$ cat config.mk
export PLATFORM = sky130hd
export DESIGN_NAME = muldiv_ctrl
export DESIGN_NICKNAME = d
export VERILOG_FILES = /design/src/rtl/muldiv_pkg.sv /design/src/rtl/muldiv_iter.sv /design/src/rtl/muldiv_ctrl.sv
export SDC_FILE = /design/constraint.sdc
export NUM_CORES = 1
export LEC_CHECK = 0
export CAP_MARGIN = 20
export CORE_UTILIZATION = 50
export CTS_CLUSTER_SIZE = 10
export DETAILED_ROUTE_END_ITERATION = 16
export GPL_ROUTABILITY_DRIVEN = 1
export GPL_TIMING_DRIVEN = 0
export PLACE_DENSITY = 0.73
export SETUP_SLACK_MARGIN = 0.3
export SLEW_MARGIN = 10
export SYNTH_ARGS = -nofsm -noshare
export SYNTH_HDL_FRONTEND = slang
export SYNTH_HIERARCHICAL = 1
export SYNTH_SLANG_ARGS = --single-unit
export TNS_END_PERCENT = 50
$ cat constraint.sdc
create_clock -name clk_gl -period 3.52 [get_ports clk_gl]
set_input_delay 0.704 -clock clk_gl [delete_from_list [all_inputs] [get_ports clk_gl]]
set_output_delay 0.704 -clock clk_gl [all_outputs]
set_load 0.02 [all_outputs]
$ cat src/rtl/muldiv_pkg.sv
// Shared encodings for the multiply/divide sequencer and the decode stage.
package muldiv_pkg;

    typedef enum logic [1:0] {
        MD_MULT  = 2'b00,
        MD_MULTU = 2'b01,
        MD_DIV   = 2'b10,
        MD_DIVU  = 2'b11
    } md_op_t;

    typedef enum logic [1:0] {
        ST_IDLE = 2'b00,
        ST_PREP = 2'b01,
        ST_CALC = 2'b10,
        ST_FIX  = 2'b11
    } md_state_t;

    function automatic logic op_is_div(input md_op_t op);
        return (op == MD_DIV) || (op == MD_DIVU);
    endfunction

    function automatic logic op_is_signed(input md_op_t op);
        return (op == MD_MULT) || (op == MD_DIV);
    endfunction

endpackage

$ cat src/rtl/muldiv_iter.sv
// Unsigned iterative datapath: shift-add multiply or restoring divide,
// one step per cycle on a 2*WIDTH accumulator.
module muldiv_iter #(
    parameter int unsigned WIDTH = 32
) (
    input  logic               clk,
    input  logic               load,
    input  logic               step,
    input  logic               is_div,
    input  logic [WIDTH-1:0]   i_lo_init,
    input  logic [WIDTH-1:0]   i_operand,
    output logic [2*WIDTH-1:0] o_acc
);

    logic [2*WIDTH-1:0] acc;
    logic [2*WIDTH-1:0] acc_next;
    logic [WIDTH-1:0]   operand;
    logic [WIDTH:0]     add_sum;
    logic [WIDTH+1:0]   sub_diff;

    // Divide compares the shifted partial remainder (WIDTH+1 bits) against the
    // divisor, so the subtractor carries an extra sign bit.
    always_comb begin
        add_sum  = {1'b0, acc[2*WIDTH-1:WIDTH]} + (acc[0] ? {1'b0, operand} : '0);
        sub_diff = {1'b0, acc[2*WIDTH-1:WIDTH-1]} - {2'b00, operand};
        acc_next = acc;
        if (is_div) begin
            if (sub_diff[WIDTH+1]) begin
                acc_next = {acc[2*WIDTH-2:0], 1'b0};
            end else begin
                acc_next = {sub_diff[WIDTH-1:0], acc[WIDTH-2:0], 1'b1};
            end
        end else begin
            acc_next = {add_sum, acc[WIDTH-1:1]};
        end
    end

    always_ff @(posedge clk) begin
        if (load) begin
            acc     <= {{WIDTH{1'b0}}, i_lo_init};
            operand <= i_operand;
        end else if (step) begin
            acc <= acc_next;
        end
    end

    assign o_acc = acc;

endmodule

$ cat src/rtl/muldiv_ctrl.sv
// MULT/DIV sequencer owning HI/LO: FSM, step counter, sign fix-up,
// divide-by-zero override and MTHI/MTLO writes.
module muldiv_ctrl import muldiv_pkg::*; #(
    parameter int unsigned WIDTH = 32
) (
    input  logic             clk_gl,
    input  logic             rst,
    input  logic             i_start,
    input  logic [1:0]       i_op,
    input  logic [WIDTH-1:0] i_rs,
    input  logic [WIDTH-1:0] i_rt,
    input  logic             i_mthi,
    input  logic             i_mtlo,
    input  logic [WIDTH-1:0] i_wdata,
    input  logic             i_cancel,
    output logic             o_busy,
    output logic             o_done,
    output logic [WIDTH-1:0] o_hi,
    output logic [WIDTH-1:0] o_lo
);

    localparam int unsigned CNT_W = $clog2(WIDTH);

    md_state_t          state, state_next;
    md_op_t             op_q;
    logic [WIDTH-1:0]   rs_q, rt_q, hi_q, lo_q;
    logic [WIDTH-1:0]   abs_rs, abs_rt, quo, rem, hi_next, lo_next;
    logic [CNT_W-1:0]   cnt;
    logic [2*WIDTH-1:0] acc, prod;
    logic               neg_res, neg_rem, div_zero, done_q;
    logic               is_div, is_signed, neg_rs, neg_rt;

    assign is_div    = op_is_div(op_q);
    assign is_signed = op_is_signed(op_q);
    assign neg_rs    = is_signed && rs_q[WIDTH-1];
    assign neg_rt    = is_signed && rt_q[WIDTH-1];
    assign abs_rs    = neg_rs ? -rs_q : rs_q;
    assign abs_rt    = neg_rt ? -rt_q : rt_q;

    // Multiply keeps the multiplier in the low half; divide keeps the dividend there.
    muldiv_iter #(.WIDTH(WIDTH)) u_iter (
        .clk       (clk_gl),
        .load      (state == ST_PREP),
        .step      (state == ST_CALC),
        .is_div    (is_div),
        .i_lo_init (is_div ? abs_rs : abs_rt),
        .i_operand (is_div ? abs_rt : abs_rs),
        .o_acc     (acc)
    );

    always_comb begin
        state_next = state;
        case (state)
            ST_IDLE: if (i_start) state_next = ST_PREP;
            ST_PREP: state_next = ST_CALC;
            ST_CALC: if (cnt == '0) state_next = ST_FIX;
            ST_FIX:  state_next = ST_IDLE;
            default: state_next = ST_IDLE;
        endcase
        if (i_cancel && (state != ST_IDLE)) state_next = ST_IDLE;
    end

    always_comb begin
        prod = neg_res ? -acc : acc;
        quo  = acc[WIDTH-1:0];
        rem  = acc[2*WIDTH-1:WIDTH];
        {hi_next, lo_next} = prod;
        if (is_div) begin
            lo_next = neg_res ? -quo : quo;
            hi_next = neg_rem ? -rem : rem;
            if (div_zero) begin
                hi_next = rs_q;
                lo_next = '1;
            end
        end
    end

    always_ff @(posedge clk_gl) begin
        if (!rst) state <= ST_IDLE;
        else      state <= state_next;
    end

    always_ff @(posedge clk_gl) begin
        if (!rst) begin
            op_q     <= MD_MULT;
            rs_q     <= '0;
            rt_q     <= '0;
            hi_q     <= '0;
            lo_q     <= '0;
            cnt      <= '0;
            neg_res  <= 1'b0;
            neg_rem  <= 1'b0;
            div_zero <= 1'b0;
            done_q   <= 1'b0;
        end else begin
            done_q <= (state == ST_FIX) && !i_cancel;
            case (state)
                ST_IDLE: begin
                    if (i_start) begin
                        op_q <= md_op_t'(i_op);
                        rs_q <= i_rs;
                        rt_q <= i_rt;
                    end else begin
                        if (i_mthi) hi_q <= i_wdata;
                        if (i_mtlo) lo_q <= i_wdata;
                    end
                end
                ST_PREP: begin
                    neg_res  <= neg_rs ^ neg_rt;
                    neg_rem  <= neg_rs;
                    div_zero <= is_div && (rt_q == '0);
                    cnt      <= CNT_W'(WIDTH - 1);
                end
                ST_CALC: if (cnt != '0) cnt <= cnt - 1'b1;
                ST_FIX: begin
                    if (!i_cancel) begin
                        hi_q <= hi_next;
                        lo_q <= lo_next;
                    end
                end
                default: ;
            endcase
        end
    end

    assign o_busy = (state != ST_IDLE);
    assign o_done = done_q;
    assign o_hi   = hi_q;
    assign o_lo   = lo_q;

endmodule
# --- After elaboration in Yosys (flattened, before gate mapping) ---
# Index checks and enable logic that the tools add are counted.
op_classes:
  n_addsub: 8
  eq_ne: 12
  muxes: 29
  bitwise: 2
  n_reduce_logical: 22
ops:
  columns: ["operator", "n"]
  rows:
  - ["$mux W32", 19]
  - ["$mux W64", 3]
  - ["$neg A32 Y32", 4]
  - ["$pmux W32 S2", 2]
  - ["$neg A64 Y64", 1]
  - ["$sub A33 B32 Y34", 1]
  - ["$add A32 B32 Y33", 1]
  - ["$logic_not A32 Y1", 1]
  - ["$ne A2 B2 Y1 const B", 7]
  - ["$pmux W5 S2", 1]
  - ["$eq A2 B2 Y1 const B", 4]
  - ["$pmux W2 S4", 1]
  - ["$reduce_and A4 Y1", 2]
  - ["$reduce_and A2 Y1", 3]
  - ["$reduce_bool A2 Y1", 3]
  - ["$logic_and A1 B1 Y1", 5]
  - ["$logic_not A5 Y1", 1]
  - ["$mux W5", 1]
  - ["$reduce_bool A5 Y1", 1]
  - ["$sub A5 B1 Y5 const B", 1]
  - ["$logic_not A2 Y1", 2]
  - ["$mux W2", 2]
  - ["$eq A2 B1 Y1 const B", 1]
  - ["$logic_or A1 B1 Y1", 2]
  - ["4 further kinds", 4]
word_totals:
  regBits: 237
  inputBits: 104
  out_inout_bits: 66
  wordCells: 87

# --- Longest topological paths before layout ---
depth:
  depth_word: 6
  mapped_depth: 13
  mapped_depth_nobuf: 11

# --- Cells and area by module ---
# The synthesis kept the hierarchy.
by_module_without_submodules:
  columns: ["mod", "instances", "cells_each", "area_per_inst_um2", "seq_area_each_um2"]
  rows:
  - ["muldiv_ctrl", 1, 1461, 10874.2, 2822.7]
  - ["muldiv_iter", 1, 955, 8235.4, 2562.5]

# --- Worst setup path after synthesis ---
# No wires, ideal clock.
synth_path:
  path_kind: "register to register"
  start: "reg u_iter.acc[0], in the netlist u_iter/o_acc[0]"
  end: "reg u_iter.acc[51], in the netlist u_iter/o_acc[51]"
  setup_ns: 0.115
  t_arrival_ns: 3.274
  t_required_ns: 3.405
  slack_ns: 0.131
  path_stages_with_launch: 13
  path_buffers: 1
  synth_period_minus_slack_ns: 3.389
  cell_sequence: "edfxtp_1 clkbuf_1 and2_1 ha_1 fa_1 a211o_1 a2111oi_2 o31ai_1 a211oi_1 o211ai_1 nand3_1 xor2_1 a2111oi_0"
synth_via:
  elab_chain_len: 3
synth_lines:
  columns: ["item", "line", "text"]
  rows:
  - ["start, declared", "muldiv_iter.sv:15", "logic [2*WIDTH-1:0] acc;"]
  - ["start signal, assigned", "muldiv_iter.sv:40", "acc <= {{WIDTH{1'b0}}, i_lo_init};"]
  - ["start signal, assigned", "muldiv_iter.sv:43", "acc <= acc_next;"]
  - ["$mux W32", "muldiv_iter.sv:24", "add_sum = {1'b0, acc[2*WIDTH-1:WIDTH]} + (acc[0] ? {1'b0, operand} : '0);"]
  - ["$add A32 B32 Y33", "muldiv_iter.sv:24", null]
  - ["$mux W64", "muldiv_iter.sv:27", "if (is_div) begin"]
# Every way passes these cells.
# A chain may end at the register's enable or synchronous reset.

# --- Worst setup path in the final report ---
layout_path:
  start: "reg u_iter.acc[0], in the netlist u_iter/o_acc[0]"
  end: "reg u_iter.acc[47], in the netlist u_iter/o_acc[47]"
# Same word-level chain as after synthesis.

==> results.sh <==
export IMPL_core_area_um2=37700
export IMPL_grt_pass1_vias=19337
export IMPL_synth_top_area_share_pct=18.1
export IMPL_grt_ovfl_total=0
export IMPL_worst_slew_pin_slew_ns=1.22
export IMPL_synth_most_common_cell="nand2_1"
export IMPL_nNetsFinal=2848
export IMPL_crit_slowest_cell="edfxtp_1"
export IMPL_ys_seq_area_share_pct=28.2
export IMPL_grt_max_degree=37
export IMPL_vias_per_cell=6.51
export IMPL_clock_latency_ns=0.61
export IMPL_p_switching_w=0.0108
export IMPL_drc_errors=0
export IMPL_yosysUniqueCellTypes=102
export IMPL_grt_pass1_wl_mm=122
export IMPL_yosysWarnings=6
export IMPL_synth_seq_cells=237
export IMPL_place_area_um2=21500
export IMPL_dominantRegCellSynth="dfxtp_1"
export IMPL_cp_top_family="compound AO/OA/AOI/OAI gates"
export IMPL_clock_sinks=237
export IMPL_slowest_delay_ns=0.43
export IMPL_die_h_um=197
export IMPL_routed_wl_mm=84.4
export IMPL_cp_buffers_inverters=2
export IMPL_cts_htree_levels=1
export IMPL_grt_usage_pct=42.1
export IMPL_finalHoldViolCount=0
export IMPL_synth_common_cells="nand2_1, dfxtp_1, nor2_1"
export IMPL_path_cells="clkbuf_8 > and2_4 > ha_4 > fa_2 > a211o_1 > a2111oi_4 > buf_4 > o31ai_2 > a211oi_2 > o21bai_1 > xor2_1 > nand2_1 > a311oi_2"
export IMPL_cts_max_path_buffers=3
export IMPL_hp_class="flop to flop"
export IMPL_syn_inst=2416
export IMPL_synth_area_leader_cell="dfxtp_1"
export IMPL_fin_tns_setup_ns=0
export IMPL_slew_viol_final=0
export IMPL_async_reset_ff_share_pct=0
export IMPL_num_vias=20813
export IMPL_outcome="finished, final reports clean"
export IMPL_die_w_um=197
export IMPL_area_growth_syn_to_layout_pct=23.5
export IMPL_clock_skew_ns=0.0371
export IMPL_synth_edf_count=64
export IMPL_combPwrFrac_pct=60.4
export IMPL_startpoint_type="flop"
export IMPL_cts_buffers=30
export IMPL_clkSlewWorstSetupHoldPaths_ns=0.06
export IMPL_power_leakage_nw=8.76
export IMPL_synth_nets=2596
export IMPL_cp_arrival_ns=3.89
export IMPL_pwr_share_seq_pct=26.0
export IMPL_ys_top_cells_by_area="dfxtp_1, edfxtp_1, nand2_1, mux2i_1, ha_1"
export IMPL_cts_tree="built"
export IMPL_drt_iter0_markers=2496
export IMPL_rows=71
export IMPL_cts_root_buf="clkbuf_16"
export IMPL_required_ns=4.02
export IMPL_finalCritPeriodShare_pct=96.4
export IMPL_pin_count=170
export IMPL_start_util_pct=50.7
export IMPL_ir_drop_mv=0.458
export IMPL_setup_viol=0
export IMPL_p_sw_share_pct=50.5
export IMPL_relSlewSlack_pct=18.5
export IMPL_netlist_area_um2=19100
export IMPL_die_area_um2=39000
export IMPL_fmax_mhz=295
export IMPL_wl_per_cell_um=26.4
export IMPL_internal_power_w=0.0106
export IMPL_clockPowerShare_pct=13.6
export IMPL_place_gp_congestion=1.12
export IMPL_worst_setup_path_end_kind="flop"
export IMPL_critPathKind="flop to flop"
export IMPL_drt_first_pass_iters=7
export IMPL_antenna_left=0
export IMPL_design_area_um2=23600
export IMPL_power_w=0.0215
export IMPL_fin_crit_ns=3.39
export IMPL_antenna_found_initial=3
export IMPL_numPortBuffers=168
export IMPL_cp_max_fo=4
export IMPL_rsz0062_at_grt="yes"
export IMPL_hpwl_mm=65.9
export IMPL_powerDensity_nw_per_um2=910
export IMPL_layout_drive_gt1_share_pct=9.98
export IMPL_n_antenna_cell=0
export IMPL_drv_cap=0
export IMPL_avgSynthCellArea_um2=7.91
==> per-layer routing <==
layer	share of wire (%)	vias to the layer above	track usage, %	routed length [um]
met2	43	1327	64.4	36500
met4	5.6	4	21.3	4740
li1	-	9331	-	-
met3	12	267	10.6	10300
met1	39	9884	54.8	32900
met5	0.020	-	0	17
==> timing repair <==
item	CTS	global route
resized for setup	81	93
cloned	0	1
hold buffers	0	0
pin swaps	36	32
setup endpoints to repair	74	92
hold endpoints to repair	0	0
buffers inserted	20	29
==> cells by family after synthesis <==
logic type | after synthesis | share of synthesized area, %
AOI/OAI and AO/OA | 710 | 25.7
and+or+nand+nor | 874 | 22.2
DFF | 237 | 28.2
xor gates and xnor gates | 163 | 7.47
adders and majority gates | 76 | 5.05
muxes | 122 | 6.45
buffers and inverters | 234 | 4.94
==> layout make-up <==
| type | count | area [um2] |
|---|---|---|
| Fill cell | 3437 | 14100 |
| Multi-Input combinational cell | 1945 | 13500 |
| Sequential cell | 237 | 5400 |
| Timing Repair Buffer | 220 | 2150 |
| Clock buffer | 44 | 823 |
| Buffer | 162 | 743 |
| Tap cell | 511 | 639 |
| Inverter | 72 | 273 |
| Clock inverter | 6 | 90.1 |
==> metrics by stage <==
stage / hold WS, ns / setup slack (ns) / utilization, % / instances
global placement: 0.439 / -0.605 / 56.9 / 3095
finish: 0.463 / 0.127 / 62.7 / 3197
CTS: 0.466 / 0.0860 / 61.1 / 3167
global route: 0.480 / -0.00350 / 62.7 / 3197
detailed placement: 0.452 / -0.470 / 57.1 / 3097
floorplan: 0.463 / 0.316 / - / 2416
==> worst register-to-register path, stage by stage (launching register included) <==
cell and delay [ns]:
edfxtp_1 0.43, clkbuf_8 0.17, and2_4 0.14, ha_4 0.17, fa_2 0.36, a211o_1 0.33, a2111oi_4 0.29, buf_4 0.20
o31ai_2 0.10, a211oi_2 0.36, o21bai_1 0.14, xor2_1 0.22, nand2_1 0.11, a311oi_2 0.27
==> flip-flops by register name, indices dropped and copies added (netlist names) <==
| register | count |
|---|---|
| u_iter/o_acc | 64 |
| o_hi | 32 |
| o_lo | 32 |
| rs_q | 32 |
| rt_q | 32 |
| u_iter/operand | 32 |
| cnt | 5 |
| op_q | 2 |
| state | 2 |
| div_zero | 1 |
| neg_rem | 1 |
| neg_res | 1 |
| o_done | 1 |
==> power groups by stage <==
stage | logic, W | clock network (W) | registers (W)
after global placement | 0.0112 | 0 | 0.00552
after CTS | 0.0120 | 0.00292 | 0.00547
after detailed placement | 0.0115 | 0 | 0.00553
final | 0.0130 | 0.00292 | 0.00557
after global routing | 0.0138 | 0.00303 | 0.00561
after floorplan | 0.00743 | 0 | 0.00517
==> worst paths after layout <==
check                   from               end  slack [ns]  cells past startpoint
max          u_iter/o_acc[0]  u_iter/o_acc[47]        0.13                     13
min                  o_lo[4]           o_lo[4]        0.46                      2
max reg2reg  u_iter/o_acc[0]  u_iter/o_acc[47]        0.13                     13
min reg2reg          o_lo[4]           o_lo[4]        0.46                      2
==> cells in the final DEF, fill, tap and decap left out, drive strengths merged, types with 38 or more instances in the layout <==
| master | Yosys | layout |
|---|---|---|
| dfxtp | 173 | 173 |
| ha | 74 | 74 |
| or3 | 38 | 38 |
| o21ai | 158 | 158 |
| a21oi | 133 | 133 |
| clkbuf | 133 | 177 |
| buf | 29 | 81 |
| a21boi | 96 | 96 |
| nor3 | 58 | 58 |
| edfxtp | 64 | 64 |
| mux2i | 113 | 113 |
| xnor2 | 95 | 95 |
| xor2 | 68 | 68 |
| clkdlybuf4s50 | 0 | 168 |
| nand2 | 360 | 360 |
| nor2 | 164 | 164 |
| inv | 70 | 70 |
| and2 | 44 | 44 |
Note: power is estimated with default switching activity, not from simulation.
